<file path="config.mk">
export PLATFORM = sky130hd
export DESIGN_NAME = rt_config_sequencer_flat
export DESIGN_NICKNAME = d
export VERILOG_FILES = /design/src/rtl/rt_config_sequencer_if.sv /design/src/rtl/rt_config_sequencer.sv /design/src/flat_wrapper.sv
export SDC_FILE = /design/constraint.sdc
export NUM_CORES = 1
export LEC_CHECK = 0
export ABC_CLOCK_PERIOD_IN_PS = 5200
export CAP_MARGIN = 10
export CELL_PAD_IN_SITES_DETAIL_PLACEMENT = 0
export CELL_PAD_IN_SITES_GLOBAL_PLACEMENT = 2
export CORE_MARGIN = 4
export CORE_UTILIZATION = 30
export CTS_BUF_LIST = sky130_fd_sc_hd__clkbuf_8
export DETAILED_ROUTE_END_ITERATION = 10
export PLACE_DENSITY_LB_ADDON = 0.1
export SYNTH_ARGS = -nofsm -noshare
export SYNTH_HDL_FRONTEND = slang
export SYNTH_SLANG_ARGS = --single-unit
</file>
<file path="constraint.sdc">
create_clock -name clk -period 5.2 [get_ports clk]
set_input_delay 0.78 -clock clk [delete_from_list [all_inputs] [get_ports clk]]
set_output_delay 0.78 -clock clk [all_outputs]
set_load 0.005 [all_outputs]
</file>
<file path="src/rtl/rt_config_sequencer_if.sv">
// Config-entry handshake between the host/config network and the sequencer.
interface rt_config_sequencer_if #(
  parameter int FLOW_BITS = 8,
  parameter int RT_WIDTH  = 5
);
  logic                 cfg_valid;
  logic                 cfg_ready;
  logic [FLOW_BITS-1:0] cfg_flowID;
  logic [RT_WIDTH-1:0]  cfg_entry;

  modport master (output cfg_valid, output cfg_flowID, output cfg_entry, input cfg_ready);
  modport slave  (input cfg_valid, input cfg_flowID, input cfg_entry, output cfg_ready);
endinterface

</file>
<file path="src/rtl/rt_config_sequencer.sv">
// Runtime routing-table reprogramming controller: drain the router, switch it
// off, stream table writes through PROG/rt_*, settle, then re-enable.
module rt_config_sequencer #(
  parameter int FLOW_BITS     = 8,
  parameter int RT_WIDTH      = 5,
  parameter int QUIET_BITS    = 14,
  parameter int QUIET_CYCLES  = 4,
  parameter int SETTLE_CYCLES = 2
) (
  input  logic                  clk,
  input  logic                  reset,
  input  logic                  start,
  input  logic [FLOW_BITS:0]    num_entries,
  input  logic                  abort,
  rt_config_sequencer_if.slave  cfg,
  input  logic [QUIET_BITS-1:0] buf_empty,
  output logic                  ON,
  output logic                  PROG,
  output logic [FLOW_BITS-1:0]  rt_flowID,
  output logic [RT_WIDTH-1:0]   rt_entry,
  output logic                  hold_inject,
  output logic                  busy,
  output logic                  done,
  output logic                  aborted
);

  localparam int QW = $clog2(QUIET_CYCLES + 1);
  localparam int SW = $clog2(SETTLE_CYCLES + 1);
  localparam logic [QW-1:0]      QUIET_LAST  = QW'(QUIET_CYCLES - 1);
  localparam logic [SW-1:0]      SETTLE_LAST = SW'(SETTLE_CYCLES - 1);
  localparam logic [FLOW_BITS:0] REM_ONE     = (FLOW_BITS + 1)'(1);

  typedef enum logic [1:0] {
    ST_IDLE,
    ST_DRAIN,
    ST_PROGRAM,
    ST_SETTLE
  } state_t;

  state_t               r_state;
  logic [FLOW_BITS:0]   r_remaining;
  logic [QW-1:0]        r_quiet;
  logic [SW-1:0]        r_settle;
  logic                 r_on;
  logic                 r_prog;
  logic [FLOW_BITS-1:0] r_flow;
  logic [RT_WIDTH-1:0]  r_entry;
  logic                 r_hold;
  logic                 r_busy;
  logic                 r_done;
  logic                 r_aborted;

  logic w_quiet;
  logic w_ready;
  logic w_hs;

  assign w_quiet = &buf_empty;
  // Abort suppresses ready so a coincident entry is never consumed.
  assign w_ready = (r_state == ST_PROGRAM) && !abort;
  assign w_hs    = cfg.cfg_valid && w_ready;

  assign cfg.cfg_ready = w_ready;
  assign ON            = r_on;
  assign PROG          = r_prog;
  assign rt_flowID     = r_flow;
  assign rt_entry      = r_entry;
  assign hold_inject   = r_hold;
  assign busy          = r_busy;
  assign done          = r_done;
  assign aborted       = r_aborted;

  always_ff @(posedge clk or negedge reset) begin
    if (!reset) begin
      r_state     <= ST_IDLE;
      r_remaining <= '0;
      r_quiet     <= '0;
      r_settle    <= '0;
      r_on        <= 1'b1;
      r_prog      <= 1'b0;
      r_flow      <= '0;
      r_entry     <= '0;
      r_hold      <= 1'b0;
      r_busy      <= 1'b0;
      r_done      <= 1'b0;
      r_aborted   <= 1'b0;
    end else begin
      r_done    <= 1'b0;
      r_aborted <= 1'b0;
      if (abort && (r_state != ST_IDLE)) begin
        r_state     <= ST_IDLE;
        r_remaining <= '0;
        r_quiet     <= '0;
        r_settle    <= '0;
        r_on        <= 1'b1;
        r_prog      <= 1'b0;
        r_hold      <= 1'b0;
        r_busy      <= 1'b0;
        r_aborted   <= 1'b1;
      end else begin
        case (r_state)
          ST_IDLE: begin
            if (start) begin
              if (num_entries == '0) begin
                r_done <= 1'b1;
              end else begin
                r_remaining <= num_entries;
                r_quiet     <= '0;
                r_settle    <= '0;
                r_hold      <= 1'b1;
                r_busy      <= 1'b1;
                r_state     <= ST_DRAIN;
              end
            end
          end
          ST_DRAIN: begin
            if (w_quiet) begin
              if (r_quiet == QUIET_LAST) begin
                r_on    <= 1'b0;
                r_quiet <= '0;
                r_state <= ST_PROGRAM;
              end else begin
                r_quiet <= r_quiet + QW'(1);
              end
            end else begin
              r_quiet <= '0;
            end
          end
          ST_PROGRAM: begin
            if (w_hs) begin
              r_prog      <= 1'b1;
              r_flow      <= cfg.cfg_flowID;
              r_entry     <= cfg.cfg_entry;
              r_remaining <= r_remaining - REM_ONE;
              if (r_remaining == REM_ONE) begin
                r_settle <= '0;
                r_state  <= ST_SETTLE;
              end
            end else begin
              r_prog <= 1'b0;
            end
          end
          ST_SETTLE: begin
            r_prog <= 1'b0;
            if (r_settle == SETTLE_LAST) begin
              r_settle <= '0;
              r_on     <= 1'b1;
              r_hold   <= 1'b0;
              r_busy   <= 1'b0;
              r_done   <= 1'b1;
              r_state  <= ST_IDLE;
            end else begin
              r_settle <= r_settle + SW'(1);
            end
          end
          default: r_state <= ST_IDLE;
        endcase
      end
    end
  end

`ifndef SYNTHESIS
  always @(posedge clk) begin
    if (reset) begin
      assert (!(r_done && r_aborted));
      assert (!((r_state == ST_IDLE) && !r_on));
    end
  end
`endif

endmodule

</file>
<file path="src/flat_wrapper.sv">
// flat-port wrapper written by rule: the top's interface ports become plain ports
module rt_config_sequencer_flat 
#(
  parameter int FLOW_BITS     = 8,
  parameter int RT_WIDTH      = 5,
  parameter int QUIET_BITS    = 14,
  parameter int QUIET_CYCLES  = 4,
  parameter int SETTLE_CYCLES = 2
)
  (clk, reset, start, num_entries, abort, buf_empty, ON, PROG, rt_flowID, rt_entry, hold_inject, busy, done, aborted, cfg_cfg_valid, cfg_cfg_flowID, cfg_cfg_entry, cfg_cfg_ready);
  rt_config_sequencer_if #(.FLOW_BITS(FLOW_BITS), .RT_WIDTH(RT_WIDTH)) cfg_i ();
  input  logic clk;
  input  logic reset;
  input  logic start;
  input  logic [FLOW_BITS:0] num_entries;
  input  logic abort;
  input  logic [QUIET_BITS-1:0] buf_empty;
  output logic ON;
  output logic PROG;
  output logic [FLOW_BITS-1:0] rt_flowID;
  output logic [RT_WIDTH-1:0] rt_entry;
  output logic hold_inject;
  output logic busy;
  output logic done;
  output logic aborted;
  input wire logic [$bits(cfg_i.cfg_valid)-1:0] cfg_cfg_valid;
  input wire logic [$bits(cfg_i.cfg_flowID)-1:0] cfg_cfg_flowID;
  input wire logic [$bits(cfg_i.cfg_entry)-1:0] cfg_cfg_entry;
  output wire logic [$bits(cfg_i.cfg_ready)-1:0] cfg_cfg_ready;
  assign cfg_i.cfg_valid = cfg_cfg_valid;
  assign cfg_i.cfg_flowID = cfg_cfg_flowID;
  assign cfg_i.cfg_entry = cfg_cfg_entry;
  assign cfg_cfg_ready = cfg_i.cfg_ready;
  rt_config_sequencer #(.FLOW_BITS(FLOW_BITS), .RT_WIDTH(RT_WIDTH), .QUIET_BITS(QUIET_BITS), .QUIET_CYCLES(QUIET_CYCLES), .SETTLE_CYCLES(SETTLE_CYCLES)) u_core (.clk(clk), .reset(reset), .start(start), .num_entries(num_entries), .abort(abort), .cfg(cfg_i), .buf_empty(buf_empty), .ON(ON), .PROG(PROG), .rt_flowID(rt_flowID), .rt_entry(rt_entry), .hold_inject(hold_inject), .busy(busy), .done(done), .aborted(aborted));
endmodule
</file>
==> results.toml, run 1 <==
[outcome]
status = "finished clean"

[grt]
antenna_found_initial = 0
grt_max_degree = 35
grt_usage = 0.137
grt_pass1_wl_um = 8260
gr-total-overflow = 0
grt_pass1_vias = 1694

[synth]
synth_cell_type_count = 52
avgSynthCellArea_um2 = 10.9
synth_most_common_cell = "dfrtp_1"
syn_nets = 225
synth_area_leaders = "dfrtp_1 43%, mux2_2 8.7%, mux2i_1 4.7%, ha_1 4.5%, o2bb2ai_1 2.7%"
syn-instance-count = 177
syn_area_um2 = 1940
yosysWarningCount = 0
synthArstFlopShare = 1.00
synth_top_area_cell = "dfrtp_1"
synth_edf_count = 0
yosys.area.top_type_share = 0.426
yosysSeqAreaShare = 0.440
ys_ff_latch = 34
synth_common_cells = "33 x dfrtp_1, 15 x mux2_2, 12 x nor2_1, 10 x inv_1, 10 x nand2_1"
synth_flop_cell = "dfrtp_1"

[worst_setup_path]
cp-start-kind = "flip-flop"
arrival_ns = 2.34
endpoint_kind = "primary output"
crit_required_ns = 4.42
crit_fanout = 17
critical_path_class = "flip-flop to primary output"

[drt]
drt-total-wl_um = 5000
avgViaCountPerCell = 5.04
vias = 1597
first_iter_violations = 89
drcViolationCount = 0
routedWlPerCell_um = 15.8
dr.pass1.iters = 4
drtAntennaViolNets = 0

[sta]
fin_crit_sh = 0.599
hold_ws_ns = 0.492
worst_pin_slew_ns = 0.836
tns_ns = 0
clock.fmax_mhz = 321
rsz0062_at_grt = "false"
hold_viol = 0
layout_setup_ws_ns = 2.08
fin_skew_ns = 0.00323
layout_min_cycle_time_ns = 3.12
maxSlewViolCount = 0
finalSetupViolCount = 0
max_slew_margin = 0.443

[floorplanning]
num_io_pins = 61
core-area_um2 = 6310
die_area_um2 = 7810
die_h_um = 88.4
fp.dieW_um = 88.4
start_util = 0.307
rows = 29

[power]
switching_share = 0.358
power_density_nw_per_um2 = 537
irDropWorstVdd_mv = 0.240
clockPowerShare = 0.203
sequentialPowerShare = 0.311
power.internal_uw = 941
p_leak_uw = 0.00113
p_switching_uw = 525
combPwrFrac = 0.485

[finish]
syn_to_final_growth_pct = 41.0
diodes = 0
final_cells = 317
post-route-util = 0.433
num-fill-cells = 604
drive_above_1_share = 0.150
fin_nets = 287

[clock_tree]
clk_latency_ns = 0.29
cts_max_level = 2
postCtsSetupBuffers = 0
cts_tree = "yes"
holdBufCountCts = 0
clk_path_buf_depth = 2
cts_root_buf = "clkbuf_8"
path_clk_slew_ns = 0.08
cts-resized-gates = 0
numCtsBuffers = 5
cts.sinks = 34

[placement]
dp.cells = 309
io_buffers = 60
globalplace.congestion = 0.736
dpl_worst_slack_ns = 2.28
dp_hpwl_um = 3830

[run]
maxCapViolations = 0

[worst_hold_path]
hp-class = "flip-flop to flip-flop"
-- through the flow --
stage	instance area (µm²)	power [µW]
after floorplan	1940	909
after global placement	2590	1180
after detailed placement	2590	1180
after CTS	2730	1480
after global routing	2730	1580
final	2730	1470
-- power groups by stage --
stage	clock network, µW	logic, µW	registers, µW
after floorplan	0	460	449
after global placement	0	720	457
after detailed placement	0	715	461
after CTS	306	718	458
after global routing	318	790	473
final	298	711	456
-- routing by layer --
layer | track usage | share of wire | vias up
met3 | 0.0372 | 0.088 | 4
met4 | 0.0371 | 0.0092 | 0
met5 | 0 | 0 | -
met2 | 0.226 | 0.46 | 54
li1 | - | - | 766
met1 | 0.177 | 0.44 | 773
-- state kept, by name, summed over array words and instances (netlist names) --
name and count:
u_core.r_remaining 9, u_core.rt_flowID 8, u_core.rt_entry 5, u_core.r_quiet 3, u_core.r_settle 2, u_core.r_state 2
u_core.ON 1, u_core.PROG 1, u_core.aborted 1, u_core.done 1, u_core.hold_inject 1
-- layout by cell type (no fill, tap or decap), types with 2 or more instances in the layout --
| master | synthesis | layout |
|---|---|---|
| a211oi_1 | 2 | 2 |
| a21oi_1 | 3 | 3 |
| a31oi_1 | 3 | 3 |
| bufinv_16 | 0 | 2 |
| clkbuf_8 | 0 | 5 |
| clkdlybuf4s50_1 | 0 | 60 |
| dfrtp_1 | 33 | 33 |
| ha_1 | 7 | 7 |
| inv_1 | 10 | 10 |
| mux2_2 | 15 | 15 |
| mux2i_1 | 9 | 9 |
| nand2_1 | 10 | 10 |
| nand2b_1 | 2 | 2 |
| nand3_1 | 2 | 2 |
| nand4_1 | 3 | 3 |
| nor2_1 | 12 | 12 |
| nor2b_1 | 6 | 6 |
| nor3_1 | 5 | 5 |
| nor4_1 | 3 | 3 |
| o21ai_0 | 4 | 4 |
| o21ai_1 | 5 | 5 |
| o221ai_1 | 2 | 2 |
| o2bb2ai_1 | 6 | 6 |
-- area by class of cell --
cell class              count  area, µm²  share of cell area
repair buffers             61        608               0.223
inverters                  11       53.8              0.0197
flip-flops and latches     34        852               0.312
well taps                  77       96.3              0.0353
clock inverters             3       68.8              0.0252
clock buffers               5       68.8              0.0252
multi-input cells         126        983               0.360
-- logic make-up after synthesis --
kind of cell | count (synthesis) | share of synthesized area
AOI/OAI and AO/OA | 38 | 0.151
DFF | 34 | 0.440
buffers and inverters | 17 | 0.0523
and+or+nand+nor | 56 | 0.172
adders and majority gates | 7 | 0.0452
muxes | 25 | 0.140
-- path summary, 6_finish.rpt --
check | from | endpoint | slack, ns | cells after the start
max | u_core.r_state[0] | cfg_cfg_ready | 2.08 | 4
min | u_core.r_settle[1] | u_core.r_settle[1] | 0.49 | 1
max reg2reg | u_core.r_state[0] | u_core.r_state[0] | 2.41 | 7
min reg2reg | u_core.r_settle[1] | u_core.r_settle[1] | 0.49 | 1
max in group asynchronous | reset | u_core.ON | 3.96 | 2
min in group asynchronous | reset | u_core.r_state[0] | 0.90 | 2
-- critical path, cell delays in order (launching register included) --
cell and delay, ns:
dfrtp_1 0.44, inv_1 0.12, ha_1 0.71, nor2b_1 0.25
clkdlybuf4s50_1 0.52
Power figures use the tool's default switching activity.
==> inputs of run 2 (changes only) <==
ABC_CLOCK_PERIOD_IN_PS = 3200   (was 5200)
clock period = 3.2 ns   (was 5.2 ns; I/O delays follow)
==> run 2 against run 1 <==
  * Sequential power rose by 63%
  * Register-to-register slack got worse by 1.8 ns
  * Die area did not move
  * Clock-buffer cell count did not move
  * Hold slack improved by 0.014 ns
==> results.toml, run 2 (synthesized netlist as in run 1, its figures left out) <==
[finish]
diodes = 0
drive_above_1_share = 0.157
final_cells = 319
syn_to_final_growth_pct = 41.8
fin_nets = 289
final_common_cell = "clkdlybuf4s50_1"
largest_register_ffs = 9
mostFrequentLayoutCells = "60 x clkdlybuf4s50_1, 33 x dfrtp_1, 15 x mux2_2"
largest_register = "u_core.r_remaining"

[floorplanning]
core-area_um2 = 6310
die_h_um = 88.4
num_io_pins = 61
die_area_um2 = 7810
start_util = 0.307
fp.dieW_um = 88.4
rows = 29

[clock_tree]
cts_max_level = 2
path_clk_slew_ns = 0.08
cts.sinks = 34
numCtsBuffers = 5
cts_tree = "yes"
cts_root_buf = "clkbuf_8"
holdBufCountCts = 0
clk_path_buf_depth = 2
cts-resized-gates = 0
postCtsSetupBuffers = 0
clk_latency_ns = 0.29

[drt]
drcViolationCount = 0
drt-total-wl_um = 5170
avgViaCountPerCell = 5.07
first_iter_violations = 140
vias = 1616
dr.pass1.iters = 4
drtAntennaViolNets = 0
routedWlPerCell_um = 16.2

[sta]
rsz0062_at_grt = "false"
worst_pin_slew_ns = 0.633
maxSlewViolCount = 0
fin_skew_ns = 0.00348
tns_ns = 0
layout_min_cycle_time_ns = 2.57
fin_crit_sh = 0.805
max_slew_margin = 0.574
clock.fmax_mhz = 388
finalSetupViolCount = 0
layout_setup_ws_ns = 0.625
hold_viol = 0
hold_ws_ns = 0.507

[worst_setup_path]
critical_path_class = "flip-flop to flip-flop"
slowest_delay_ns = 0.53
crit_required_ns = 3.38
ff2ff_path_depth = 6
arrival_ns = 2.75
worstReg2RegStart = "u_core.r_state[0]"
endpoint_kind = "flip-flop"
cp_slowest_cell = "nand2b_1"
r2r-end = "u_core.r_settle[0]"
crit_chain = "inv_1 -> ha_1 -> nand2b_1 -> nand2_1 -> o211ai_1 -> mux2_1"
crit_fanout = 10
cp-start-kind = "flip-flop"
rrSetupSlack_ns = 0.63

[power]
combPwrFrac = 0.488
switching_share = 0.363
p_switching_uw = 873
irDropWorstVdd_mv = 0.336
power_uw = 2410
clockPowerShare = 0.204
p_leak_uw = 0.00114
sequentialPowerShare = 0.308
power.internal_uw = 1540
power_density_nw_per_um2 = 877

[grt]
grt_usage = 0.144
antenna_found_initial = 0
grt_max_degree = 35
grt_pass1_vias = 1693
grt_pass1_wl_um = 8630
gr-total-overflow = 0

[worst_hold_path]
hp-start = "u_core.r_settle[1]"
hp-class = "flip-flop to flip-flop"
holdPathStages = 1
holdPathEnd = "u_core.r_settle[1]"

[placement]
globalplace.congestion = 0.739
io_buffers = 60
dpl_worst_slack_ns = 0.566
dp_hpwl_um = 3940
dp.cells = 311

[outcome]
status = "finished clean"

[run]
maxCapViolations = 0
==> run 2: cell count changes in the layout (fill, tap and decap cells not counted), sizes merged <==
cell  previous run  this run
buf              1         3
==> run 2: final cells by class <==
type	instances	area, µm²
repair buffers	63	623
clock buffers	5	68.8
well taps	77	96.3
multi-input cells	126	983
inverters	11	53.8
flip-flops and latches	34	852
clock inverters	3	68.8
fillers	618	3570
==> run 2: layer usage <==
metal / global-route usage / vias to the layer above / share of wire
li1: - / 770 / -
met1: 0.194 / 782 / 0.46
met2: 0.228 / 59 / 0.45
met3: 0.0419 / 5 / 0.085
met4: 0.0330 / 0 / 0.011
met5: 0 / - / 0
==> run 2: worst max-delay path, delay by kind of cell (launching register included) <==
family	cells	cell delay, ns
muxes	1	0.34
adders and majority gates	1	0.37
buffers and inverters	1	0.12
AOI/OAI and AO/OA	1	0.31
and+or+nand+nor	2	0.88
DFF	1	0.44
==> run 2: worst max path at each step <==
stage,endpoint,from,slack [ns],cells after the start
6_report,u_core.r_settle[0],u_core.r_state[0],0.63,6
5_1_grt,u_core.r_remaining[4],u_core.r_state[0],0.42,8
4_1_cts,u_core.r_settle[0],u_core.r_state[0],0.61,6
3_5_place_dp,u_core.r_remaining[4],abort,0.57,7
3_3_place_gp,u_core.r_settle[0],abort,0.64,5
2_1_floorplan,u_core.r_settle[0],u_core.r_state[0],1.30,6
==> run 2: power groups by stage <==
stage / registers (µW) / clock network [µW] / logic, µW
floorplan: 729 / 0 / 748
global placement: 741 / 0 / 1170
detailed placement: 749 / 0 / 1170
CTS: 743 / 503 / 1180
global route: 771 / 524 / 1300
finish: 742 / 492 / 1170
==> run 2: per-stage QoR <==
stage | utilization | area (µm²)
after floorplan | - | 1940
after global placement | 0.413 | 2610
after detailed placement | 0.413 | 2610
after CTS | 0.435 | 2750
after global routing | 0.435 | 2750
final | 0.435 | 2750
==> inputs of run 3 (changes only) <==
ABC_CLOCK_PERIOD_IN_PS = 2490   (was 3200)
clock period = 2.49 ns   (was 3.2 ns; I/O delays follow)
==> run 3 against run 2 <==
  * Die area did not move
  * Final area rose by 2.0%
  * Largest power group unchanged
  * Critical path depth rose by 2
  * Clock skew rose by 0.00068 ns
  * Critical path type unchanged
  * Clock power rose by 30%
  * Global-route usage fell by 0.33 points
  * Total power rose by 32%
  * Via count rose by 1.7%
  * Core utilization rose by 0.87 points
==> results.toml, run 3 (synthesized netlist as in run 1, its figures left out) <==
[clock_tree]
cts_tree = "yes"
clk_latency_ns = 0.29
cts_max_level = 2
clk_path_buf_depth = 2
path_clk_slew_ns = 0.07
postCtsSetupBuffers = 0
cts_root_buf = "clkbuf_8"
cts.sinks = 34
holdBufCountCts = 0
numCtsBuffers = 5
cts-resized-gates = 0

[finish]
num-fill-cells = 603
fin_nets = 294
postLayoutCellArea_um2 = 2800
post-route-util = 0.444
largest_register_ffs = 9
largest_register = "u_core.r_remaining"
final_common_cell = "clkdlybuf4s50_1"
diodes = 0
drive_above_1_share = 0.174
syn_to_final_growth_pct = 44.6
mostFrequentLayoutCells = "60 x clkdlybuf4s50_1, 33 x dfrtp_1, 15 x mux2_2"

[drt]
first_iter_violations = 63
drtAntennaViolNets = 0
vias = 1644
drt-total-wl_um = 5100
routedWlPerCell_um = 15.7
met1Wirelength_um = 2190
routed.top_layer = "met4"
avgViaCountPerCell = 5.07
met2WireLength_um = 2390
drcViolationCount = 0
wl_met3_um = 458
dr.pass1.iters = 4

[grt]
grt_pass1_wl_um = 8470
grt_pass1_vias = 1730
gr-total-overflow = 0
grt_usage = 0.140
grt_max_degree = 35
antenna_found_initial = 0

[worst_setup_path]
endpoint_kind = "flip-flop"
crit_fanout = 8
cp-start-kind = "flip-flop"
crit_chain = "inv_1 -> ha_1 -> nand2b_1 -> nand2_1 -> buf_4 -> o221ai_1 -> nor2_2 -> mux2i_1"
critical_path_class = "flip-flop to flip-flop"
cp_top_family = "simple AND/OR/NAND/NOR gates"
cp_slowest_cell = "dfrtp_1"
slowest_delay_ns = 0.44
arrival_ns = 2.51
path_buf_inv = 2
crit_required_ns = 2.70

[placement]
placed_cell_area_um2 = 2660
dp_hpwl_um = 3980
io_buffers = 60
dpl_worst_slack_ns = 0.232
globalplace.congestion = 0.840

[sta]
max_slew_margin = 0.638
layout_setup_ws_ns = 0.189
fin_crit_sh = 0.924
worst_pin_slew_ns = 0.537
clock.fmax_mhz = 435
tns_ns = 0
rsz0062_at_grt = "false"
layout_min_cycle_time_ns = 2.30
fin_skew_ns = 0.00416
hold_viol = 0
maxSlewViolCount = 0
finalSetupViolCount = 0

[floorplanning]
die_h_um = 88.4
start_util = 0.307
rows = 29
core-area_um2 = 6310
fp.dieW_um = 88.4
num_io_pins = 61
die_area_um2 = 7810

[power]
power_density_nw_per_um2 = 1130
p_leak_uw = 0.00117
irDropWorstVdd_mv = 0.395
power_uw = 3180

[run]
maxCapViolations = 0

[worst_hold_path]
hp-class = "flip-flop to flip-flop"

[outcome]
status = "finished clean"
-- run 3: cell type report --
type                    instances  area [µm²]  share of cell area
clock buffers                   6        82.6              0.0295
clock inverters                 2        60.1              0.0214
inverters                      11        53.8              0.0192
multi-input cells             126         983               0.351
flip-flops and latches         34         852               0.304
well taps                      77        96.3              0.0344
repair buffers                 68         673               0.240
-- run 3: final timing paths --
check | from | endpoint | slack [ns] | cells after the start
min in group asynchronous | reset | u_core.r_state[0] | 0.51 | 2
hold reg to reg | u_core.r_settle[1] | u_core.r_settle[1] | 0.49 | 1
hold / removal | u_core.r_settle[1] | u_core.r_settle[1] | 0.49 | 1
setup reg to reg | u_core.r_state[0] | u_core.r_state[0] | 0.19 | 8
max in group asynchronous | reset | u_core.ON | 1.65 | 2
setup / recovery | u_core.r_state[0] | u_core.r_state[0] | 0.19 | 8
-- run 3: routing by layer --
metal,vias to the layer above,track usage
met5,-,0
met2,66,0.227
met4,0,0.0398
li1,783,-
met3,6,0.0428
met1,789,0.182
-- run 3: where the power goes --
group / total [µW] / internal (µW) / leakage, µW / switching, µW
registers: 951 / 780 / 0.000428 / 171
logic: 1590 / 855 / 0.000673 / 733
clock network: 638 / 427 / 0.0000714 / 211
-- run 3: through the flow --
stage	hold slack [ns]	instances
2_1_floorplan	0.0779	177
3_3_place_gp	0.468	316
3_5_place_dp	0.477	316
4_1_cts	0.493	324
5_1_grt	0.535	324
6_report	0.491	324
==> RTL edit: new RTL, config.mk and constraints of run 3 <==
`SETTLE_CYCLES` is set to 2 in 2 places; all go to 1.
--- a/src/rtl/rt_config_sequencer.sv
+++ b/src/rtl/rt_config_sequencer.sv
@@ -5,7 +5,7 @@
   parameter int RT_WIDTH      = 5,
   parameter int QUIET_BITS    = 14,
   parameter int QUIET_CYCLES  = 4,
-  parameter int SETTLE_CYCLES = 2
+  parameter int SETTLE_CYCLES = 1
 ) (
   input  logic                  clk,
   input  logic                  reset,
--- a/src/flat_wrapper.sv
+++ b/src/flat_wrapper.sv
@@ -5,7 +5,7 @@
   parameter int RT_WIDTH      = 5,
   parameter int QUIET_BITS    = 14,
   parameter int QUIET_CYCLES  = 4,
-  parameter int SETTLE_CYCLES = 2
+  parameter int SETTLE_CYCLES = 1
 )
   (clk, reset, start, num_entries, abort, buf_empty, ON, PROG, rt_flowID, rt_entry, hold_inject, busy, done, aborted, cfg_cfg_valid, cfg_cfg_flowID, cfg_cfg_entry, cfg_cfg_ready);
   rt_config_sequencer_if #(.FLOW_BITS(FLOW_BITS), .RT_WIDTH(RT_WIDTH)) cfg_i ();
Formal check against the unedited RTL: not equivalent (a bounded check fails within 10 cycles, from zero or initial values and one cycle with reset low).
==> RTL edit against run 3 <==
  * Sequential cell count is 2 lower
  * Clock power shrank 22%
  * Synthesized area down 7.6%
  * Worst setup slack improved by 0.060 ns
  * Clock skew about the same
  * Wire length fell by 2.9%
  * Cell area down 6.3%
  * Synthesized cell count shrank 1.1%
  * Total power decreased by 11%
  * Highest routed layer unchanged
==> RTL edit: results (changes against run 3) <==
* Post-layout util at 46.55% (was 44.37%)
* R2R setup slack at 0.25 ns (was 0.19 ns)
* Vias in the first global route at 1704 (was 1730)
* Post-synth top cells: dfrtp_1, mux2_2, nor2_1 (unchanged)
* Post-Syn Nets at 223 (was 225)
* Async set-reset flop share out of synthesis at 100.0% (unchanged)
* Drt total wl at 4.952 mm (was 5.101 mm)
* Avg Cell Area, Syn at 10.23 sq um (was 10.94 sq um)
* Critical path data arrival time at 2.45 ns (was 2.51 ns)
* Largest cells by area after synthesis: dfrtp_1, mux2_2, ha_1 (was dfrtp_1, mux2_2, mux2i_1)
* Number of cells after detailed placement at 309 (was 316)
* Skew final at 0.004327 ns (was 0.004161 ns)
* GRT Util Overall at 14.19% (was 14.04%)
* Fillers at 548 (was 603)
* Dpl hpwl at 3.780 mm (was 3.981 mm)
* Number of nets at the end of the flow at 292 (was 294)
* Unique masters post-synth at 44 (was 52)
* Setup bufs post-CTS at 0 (unchanged)
* IO Port Bufs at 60 (unchanged)
* Root buffer cell: clkbuf_8 (unchanged)
* Reg with most FFs: u_core.r_remaining (unchanged)
* Crit Reg-Reg Startpoint: u_core.r_state[0] (unchanged)
* Hold Path Class: reg2reg (unchanged)
* Gpl congestion at 0.8206 (was 0.8398)
* Placement-stage cell area at 0.002519 sq mm (was 0.002659 sq mm)
* Largest net degree at the start of global routing at 33 (was 35)
* Setup CP Type: reg2reg (unchanged)
* Worst-margin pin slew at 0.4355 ns (was 0.5372 ns)
* Worst reg2reg path depth at 7 (was 8)
* First-pass GRT wire length at 8.169 mm (was 8.473 mm)
* Sequential fraction of the synthesis area at 44.79% (was 43.99%)
* Resized Gates After CTS at 0 (unchanged)
* Share of post-route cells with drive strength above 1 at 14.69% (was 17.41%)
* Worst vdd ir at 420.0 uV (was 395.5 uV)
* CP endpoint: u_core.r_quiet[0] (was u_core.r_state[0])
* First DRT Iteration DRCs at 61 (was 63)
* Largest fanout on the critical path at 8 (unchanged)
* Static leakage at 1.087 nW (was 1.172 nW)
* Final Non-Filler Cells at 317 (was 324)
* Vias post-DR at 1644 (unchanged)
* Status: completed (unchanged)
* Fmax at 446.1 MHz (was 434.5 MHz)
RTL edit: cell types whose count changed in the layout (fill, tap and decap cells not counted), moves of 4 or more:
cell,run 3,this run
o211ai_1,1,7
a21oi_1,3,8
mux2i_1,9,4
o21ai_1,5,0
buf_4,7,11
RTL edit: worst max-delay path, stage by stage (launching register included):
cell      delay [ns]
dfrtp_1         0.42
inv_1           0.14
ha_1            0.31
nand2b_1        0.19
inv_2           0.06
or3b_1          0.37
or4b_1          0.50
o21bai_1        0.18
RTL edit: per-layer routing:
metal | share of wire (%) | routed length (microns) | track usage, %
met5 | 0 | 0 | 0
met4 | 1.3 | 62 | 4.173
met3 | 7.3 | 361 | 5.728
met2 | 49 | 2416 | 23.52
met1 | 43 | 2110 | 16.87
RTL edit: power by group:
part	total (mW)	internal, mW	switching, mW
Sequential	0.897	0.739	0.158
Clock	0.497	0.293	0.204
Combinational	1.44	0.765	0.676
Total	2.83	1.80	1.04
RTL edit: cells by family after synthesis:
kind of cell	count (synthesis)	share of synthesized area (%)
flip-flops	32	44.79
AND/OR/NAND/NOR	58	17.68
buffers and inverters	18	4.403
multiplexers	17	10.41
adder cells (fa/ha/maj)	7	4.891
AO/OA/AOI/OAI	43	17.82
RTL edit: how the worst min path moves through the flow:
stage,endpoint,slack [ns],cells after the start,from
2_1_floorplan,u_core.PROG,0.08,0,reset
3_3_place_gp,u_core.ON,0.47,1,u_core.ON
3_5_place_dp,u_core.r_remaining[7],0.47,1,u_core.r_remaining[7]
4_1_cts,u_core.r_remaining[7],0.49,1,u_core.r_remaining[7]
5_1_grt,u_core.ON,0.50,1,u_core.ON
6_report,u_core.r_remaining[7],0.49,1,u_core.r_remaining[7]
RTL edit: cell type report:
type	count	area [sq um]	share of cell area (%)
Clock buffer	5	68.82	2.620
Clock inverter	3	38.79	1.477
Inverter	9	33.78	1.286
Multi-Input combinational cell	125	909.6	34.64
Sequential cell	32	802.0	30.54
Tap cell	72	90.09	3.430
Timing Repair Buffer	71	683.2	26.01
